$ cat src/rtl/regfile_sb.sv
//------------------------------------------------------------------------------
// Module   : regfile_sb
// Purpose  : Two-read / one-write register file with a scoreboard. A busy
//            bit per register marks a pending producer: a claim sets it, a
//            write of the register clears it. busy_count tracks how many
//            registers are currently busy.
// Ports    : clock, ctrl_reset              - clock, synchronous active-high reset
//            ctrl_writeEnable/writeReg,
//            data_writeReg                 - write port
//            ctrl_readRegA/B               - read addresses
//            data_readRegA/B               - read data (combinational)
//            busy_readRegA/B               - busy flag of addressed register
//            ctrl_claimEnable/claimReg     - scoreboard claim port
//            busy_count                    - registered number of busy registers
// Options  : define REGFILE_BYPASS_EN to forward same-cycle write data (and
//            the resulting busy state) to a read port addressing the
//            register being written.
// Revision : 1.0 - initial release
//------------------------------------------------------------------------------
`default_nettype none

module regfile_sb #(
  parameter int DATA_WIDTH = 32,
  parameter int ADDR_WIDTH = 5,
  parameter int ZERO_REG   = 1
) (
  input  logic                  clock,
  input  logic                  ctrl_reset,
  input  logic                  ctrl_writeEnable,
  input  logic [ADDR_WIDTH-1:0] ctrl_writeReg,
  input  logic [DATA_WIDTH-1:0] data_writeReg,
  input  logic [ADDR_WIDTH-1:0] ctrl_readRegA,
  input  logic [ADDR_WIDTH-1:0] ctrl_readRegB,
  output logic [DATA_WIDTH-1:0] data_readRegA,
  output logic [DATA_WIDTH-1:0] data_readRegB,
  input  logic                  ctrl_claimEnable,
  input  logic [ADDR_WIDTH-1:0] ctrl_claimReg,
  output logic                  busy_readRegA,
  output logic                  busy_readRegB,
  output logic [ADDR_WIDTH:0]   busy_count
);

  localparam int DEPTH     = 1 << ADDR_WIDTH;
  localparam bit HARD_ZERO = (ZERO_REG != 0);

  logic [DATA_WIDTH-1:0] regs [DEPTH];
  logic [DEPTH-1:0]      busy;
  logic [DEPTH-1:0]      busy_next;
  logic [ADDR_WIDTH:0]   count_q;
  logic [ADDR_WIDTH:0]   count_next;

  logic write_eff;
  logic claim_eff;
  logic count_inc;
  logic count_dec;

  logic [DATA_WIDTH-1:0] stored_a;
  logic [DATA_WIDTH-1:0] stored_b;

  // Register 0 ignores writes and claims when it is hardwired.
  assign write_eff = ctrl_writeEnable && !(HARD_ZERO && (ctrl_writeReg == '0));
  assign claim_eff = ctrl_claimEnable && !(HARD_ZERO && (ctrl_claimReg == '0));

  // Claim is applied after the write clear so that a same-register
  // claim+write leaves the register busy.
  always_comb begin
    busy_next = busy;
    if (write_eff) busy_next[ctrl_writeReg] = 1'b0;
    if (claim_eff) busy_next[ctrl_claimReg] = 1'b1;
  end

  // Incremental population count: at most one bit rises and one falls per
  // cycle, so the count moves by +1, -1 or 0 and cannot leave [0, DEPTH].
  always_comb begin
    count_inc  = claim_eff && !busy[ctrl_claimReg];
    count_dec  = write_eff && busy[ctrl_writeReg] &&
                 !(claim_eff && (ctrl_claimReg == ctrl_writeReg));
    count_next = count_q;
    if (count_inc && !count_dec)      count_next = count_q + 1'b1;
    else if (count_dec && !count_inc) count_next = count_q - 1'b1;
  end

  always_ff @(posedge clock) begin
    if (ctrl_reset) begin
      for (int i = 0; i < DEPTH; i++) regs[i] <= '0;
      busy    <= '0;
      count_q <= '0;
    end else begin
      if (write_eff) regs[ctrl_writeReg] <= data_writeReg;
      busy    <= busy_next;
      count_q <= count_next;
    end
  end

  assign busy_count = count_q;

  always_comb begin
    stored_a = (HARD_ZERO && (ctrl_readRegA == '0)) ? '0 : regs[ctrl_readRegA];
    stored_b = (HARD_ZERO && (ctrl_readRegB == '0)) ? '0 : regs[ctrl_readRegB];
  end

`ifdef REGFILE_BYPASS_EN
  logic hit_a;
  logic hit_b;

  // A hit shows the state the register will hold after this edge.
  assign hit_a = write_eff && (ctrl_writeReg == ctrl_readRegA);
  assign hit_b = write_eff && (ctrl_writeReg == ctrl_readRegB);

  always_comb begin
    data_readRegA = hit_a ? data_writeReg : stored_a;
    data_readRegB = hit_b ? data_writeReg : stored_b;
    busy_readRegA = hit_a ? (claim_eff && (ctrl_claimReg == ctrl_readRegA))
                          : busy[ctrl_readRegA];
    busy_readRegB = hit_b ? (claim_eff && (ctrl_claimReg == ctrl_readRegB))
                          : busy[ctrl_readRegB];
  end
`else
  always_comb begin
    data_readRegA = stored_a;
    data_readRegB = stored_b;
    busy_readRegA = busy[ctrl_readRegA];
    busy_readRegB = busy[ctrl_readRegB];
  end
`endif

endmodule

`default_nettype wire
$ cat config.mk
export PLATFORM = sky130hd
export DESIGN_NAME = regfile_sb
export DESIGN_NICKNAME = d
export VERILOG_FILES = /design/src/rtl/regfile_sb.sv
export SDC_FILE = /design/constraint.sdc
export NUM_CORES = 2
export LEC_CHECK = 0
export BUFFER_PORTS_ARGS = -buffer_cell sky130_fd_sc_hd__buf_2
export CORE_MARGIN = 10
export CORE_UTILIZATION = 65
export DETAILED_ROUTE_END_ITERATION = 8
export GPL_TIMING_DRIVEN = 0
export PLACE_DENSITY = 0.87
export SLEW_MARGIN = 40
export SYNTH_ARGS = -nofsm -noshare
export SYNTH_HDL_FRONTEND = slang
export SYNTH_SLANG_ARGS = --single-unit
$ cat constraint.sdc
create_clock -name clock -period 7.1 [get_ports clock]
set_input_delay 1.775 -clock clock [delete_from_list [all_inputs] [get_ports clock]]
set_output_delay 1.775 -clock clock [all_outputs]
set_load 0.02 [all_outputs]
==> impl_metrics.ini <==
[cts]
clock_path_buffers = 3
cts_hold_buf = 0
post_cts_buffers = 0
root_buffer = clkbuf_16
cts-buffers-inserted = 107
htreeDepth = 3
clock-sinks = 1062
cts_tree = built
clk-insertion-delay-late_ps = 710
ctsResizeCount = 0
clkTransAtPathRegs_ps = 70

[detailed_routing]
drtPass1Iterations = 9
wl_per_cell_um = 37.8
num_vias = 41800
first_iter_violations = 8992
drc_errors = 12
avgViaCountPerCell = 7.76
wl_um = 203000
ant_nets = 0

[min_path]
hold_depth = 2
holdPathEnd = busy[10]$_SDFF_PP0_
min_from = busy[10]$_SDFF_PP0_
min_path_type = flip-flop to flip-flop

[synthesis]
synth_edf_count = 1024
ys_ff_latch = 1062
netlist_area_um2 = 56700
synth.largest_area_cell = edfxtp_1
synth_cell_type_count = 47
syn_area_per_cell_um2 = 14.8
yosysWarnings = 0
async_reset_ff_frac = 0
synth_ff_type = edfxtp_1
yosys-top-cells-area = edfxtp_1 54%, mux4_2 20%, and2_1 11%
synthCells = 3835
synth_top_cell_area_share = 0.542
ys_seq_area_frac = 0.555

[worst_setup_path]
r2r_end = busy_count[5]$_SDFFE_PP0P_
crit_cells = 10
critPathTopFamily = buffers and inverters
slowest_delay_ps = 640
cp_max_fo = 10
crit_chain = buf_2 > buf_4 > buf_6 > buf_4 > buf_4 > nand2b_1 > buf_2 > o221ai_1 > a221oi_2 > buf_2
crit_type = primary input to output port
crit_required_ps = 5330
crit_buf_inv = 7
setup.worst_path.start_class = primary input
r2r_start = busy[0]$_SDFF_PP0_
end_kind = output port
ff2ff_setup_slack_ps = 3400
worstRegToRegCells = 13
slowest_stage = a221oi_2
crit_arrival_ps = 5350

[die]
start_util = 0.654
die_y_um = 315
num_rows = 108
dieArea_um2 = 99500
io_pins = 128
core_um2 = 86800
die_w_um = 315

[place]
port_buffers = 114
dp.final_hpwl_um = 139000
routabilityCongestion = 1.04
dp_worst_setup_slack_ps = 70.4

[power_and_ir_drop]
power.leakage_nw = 22.3
power_frac_comb = 0.139
switching_share = 0.262
ir_drop_mv = 0.219
clkPwrFrac = 0.379
intPower_mw = 11.4
p_seq_frac = 0.482
p_sw_mw = 4.04
power_density_nw_per_um2 = 243

[final_layout]
area_growth_syn_to_layout_pct = 11.8
fin_nets = 4186
drive_gt1_frac = 0.236
utilization = 0.731

[timing]
hold_violations = 0
fin_tns_setup_ps = -52.8
max_slew.worst_pin.slew_ps = 1050
period_needed_ps = 7130
finalSetupViolCount = 2
fin_crit_sh = 1.00
slew_headroom = 0.303
timing.fmax_ghz = 0.140
rsz0062_at_grt = no
fin_worst_skew_ps = 26.4
slew_viol_final = 0
fin_ws_ps = -29.9

[global_routing]
grt_overflow_total = 0
antenna_found_initial = 21
grt_pass1_vias = 40500
grt_pass1_wl_um = 284000
grt_usage = 0.405
grt_max_degree = 34

[outcome]
violations = design-rule violations, negative setup slack
status = complete, but fails checks

[flow_run]
max_cap_viol_count = 0
[registers in the layout, indices dropped and copies added, names as in the netlist]
| name | count |
|---|---|
| busy_count | 6 |
| regs | 1024 |
| busy | 32 |
[metrics by stage]
stage / cell area (um^2) / cells / hold slack [ps] / power, mW
after detailed placement: 59800 / 5167 / 500 / 9.53
after global routing: 63400 / 5372 / 535 / 15.6
after CTS: 63300 / 5366 / 513 / 15.2
after global placement: 58900 / 5135 / 489 / 9.41
after floorplan: 56900 / 3866 / 472 / 8.68
final: 63500 / 5386 / 526 / 15.4
[worst register-to-register path, stage by stage, from the launching register on]
cell	delay (ps)
dfxtp_1	350
mux4_2	520
mux2i_1	160
o21ai_0	90
a311o_1	330
a21oi_1	230
ha_1	280
inv_1	150
ha_1	240
or4_1	520
a311o_1	280
o311ai_0	140
xnor2_1	180
nor2_1	50
[worst max-delay path by stage]
stage / start / to / slack (ps)
after floorplan: ctrl_readRegA[0] / data_readRegA[30] / 1610
after global placement: ctrl_readRegA[0] / data_readRegA[18] / 100
after global routing: ctrl_readRegA[0] / data_readRegA[18] / 40
after detailed placement: ctrl_readRegA[0] / data_readRegA[18] / 70
after CTS: ctrl_readRegA[0] / data_readRegA[18] / 80
final: ctrl_readRegA[0] / data_readRegA[18] / -30
[power by group through the flow]
stage / combinational, mW / sequential [mW] / clock, mW
floorplan: 1.21 / 7.46 / 0
global placement: 1.90 / 7.51 / 0
detailed placement: 2.00 / 7.53 / 0
CTS: 2.02 / 7.41 / 5.75
global route: 2.15 / 7.45 / 5.98
finish: 2.15 / 7.43 / 5.85
[cell type report]
type                    instances  area (um^2)
plain buffers                 411         1730
fillers                      5070        23300
clock buffers                 139         2960
clock inverters                60          589
repair buffers                149         1190
well taps                    1155         1450
flip-flops and latches       1062        31500
multi-input cells            2340        23800
inverters                      53          201
diodes                         17         42.5
[kinds of logic (layout without fill, tap and decap cells)]
| family | after synthesis | in the layout | share of synthesized area |
|---|---|---|---|
| buffers and inverters | 464 | 812 | 0.0330 |
| and+or+nand+nor | 1253 | 1253 | 0.131 |
| adders and majority gates | 6 | 6 | 0.00146 |
| DFF | 1062 | 1062 | 0.555 |
| AOI/OAI and AO/OA | 347 | 347 | 0.0437 |
| xor gates and xnor gates | 10 | 10 | 0.00154 |
| muxes | 692 | 692 | 0.234 |
| other | 1 | 49 | 0.0000661 |
[Yosys cell counts (41+ instances only)]
cell type,count
a21oi_1,41
o22ai_1,50
edfxtp_1,1024
mux4_2,507
nor2_1,64
and2_1,997
mux2i_1,183
nand2_1,99
buf_2,75
o221ai_1,55
clkbuf_1,321
inv_1,53
a22oi_1,69
[cells in the final DEF, fill, tap and decap left out, types with 12 or more instances in the layout]
cell / n
buf_8: 12
a211oi_1: 32
clkinv_2: 19
buf_12: 16
nand2_1: 99
bufinv_16: 12
mux4_2: 507
a221oi_1: 28
clkbuf_2: 39
and2_1: 997
and3_1: 34
nor2_1: 56
buf_2: 193
clkbuf_16: 111
nand3_1: 18
o22ai_1: 50
a22oi_1: 69
edfxtp_1: 1024
conb_1: 32
a21o_4: 22
clkbuf_1: 302
o21ai_0: 31
a21oi_1: 41
dfxtp_1: 38
diode_2: 17
mux2i_1: 183
clkinv_1: 23
inv_1: 52
o221ai_1: 55
[layer usage]
layer,vias to the layer above,part of all wire,track usage
li1,15300,-,-
met1,20100,0.29,0.490
met2,5151,0.42,0.570
met3,1205,0.19,0.189
met4,22,0.096,0.290
met5,-,0.0017,0.00725
No activity file was read; power rests on OpenSTA's default activity.
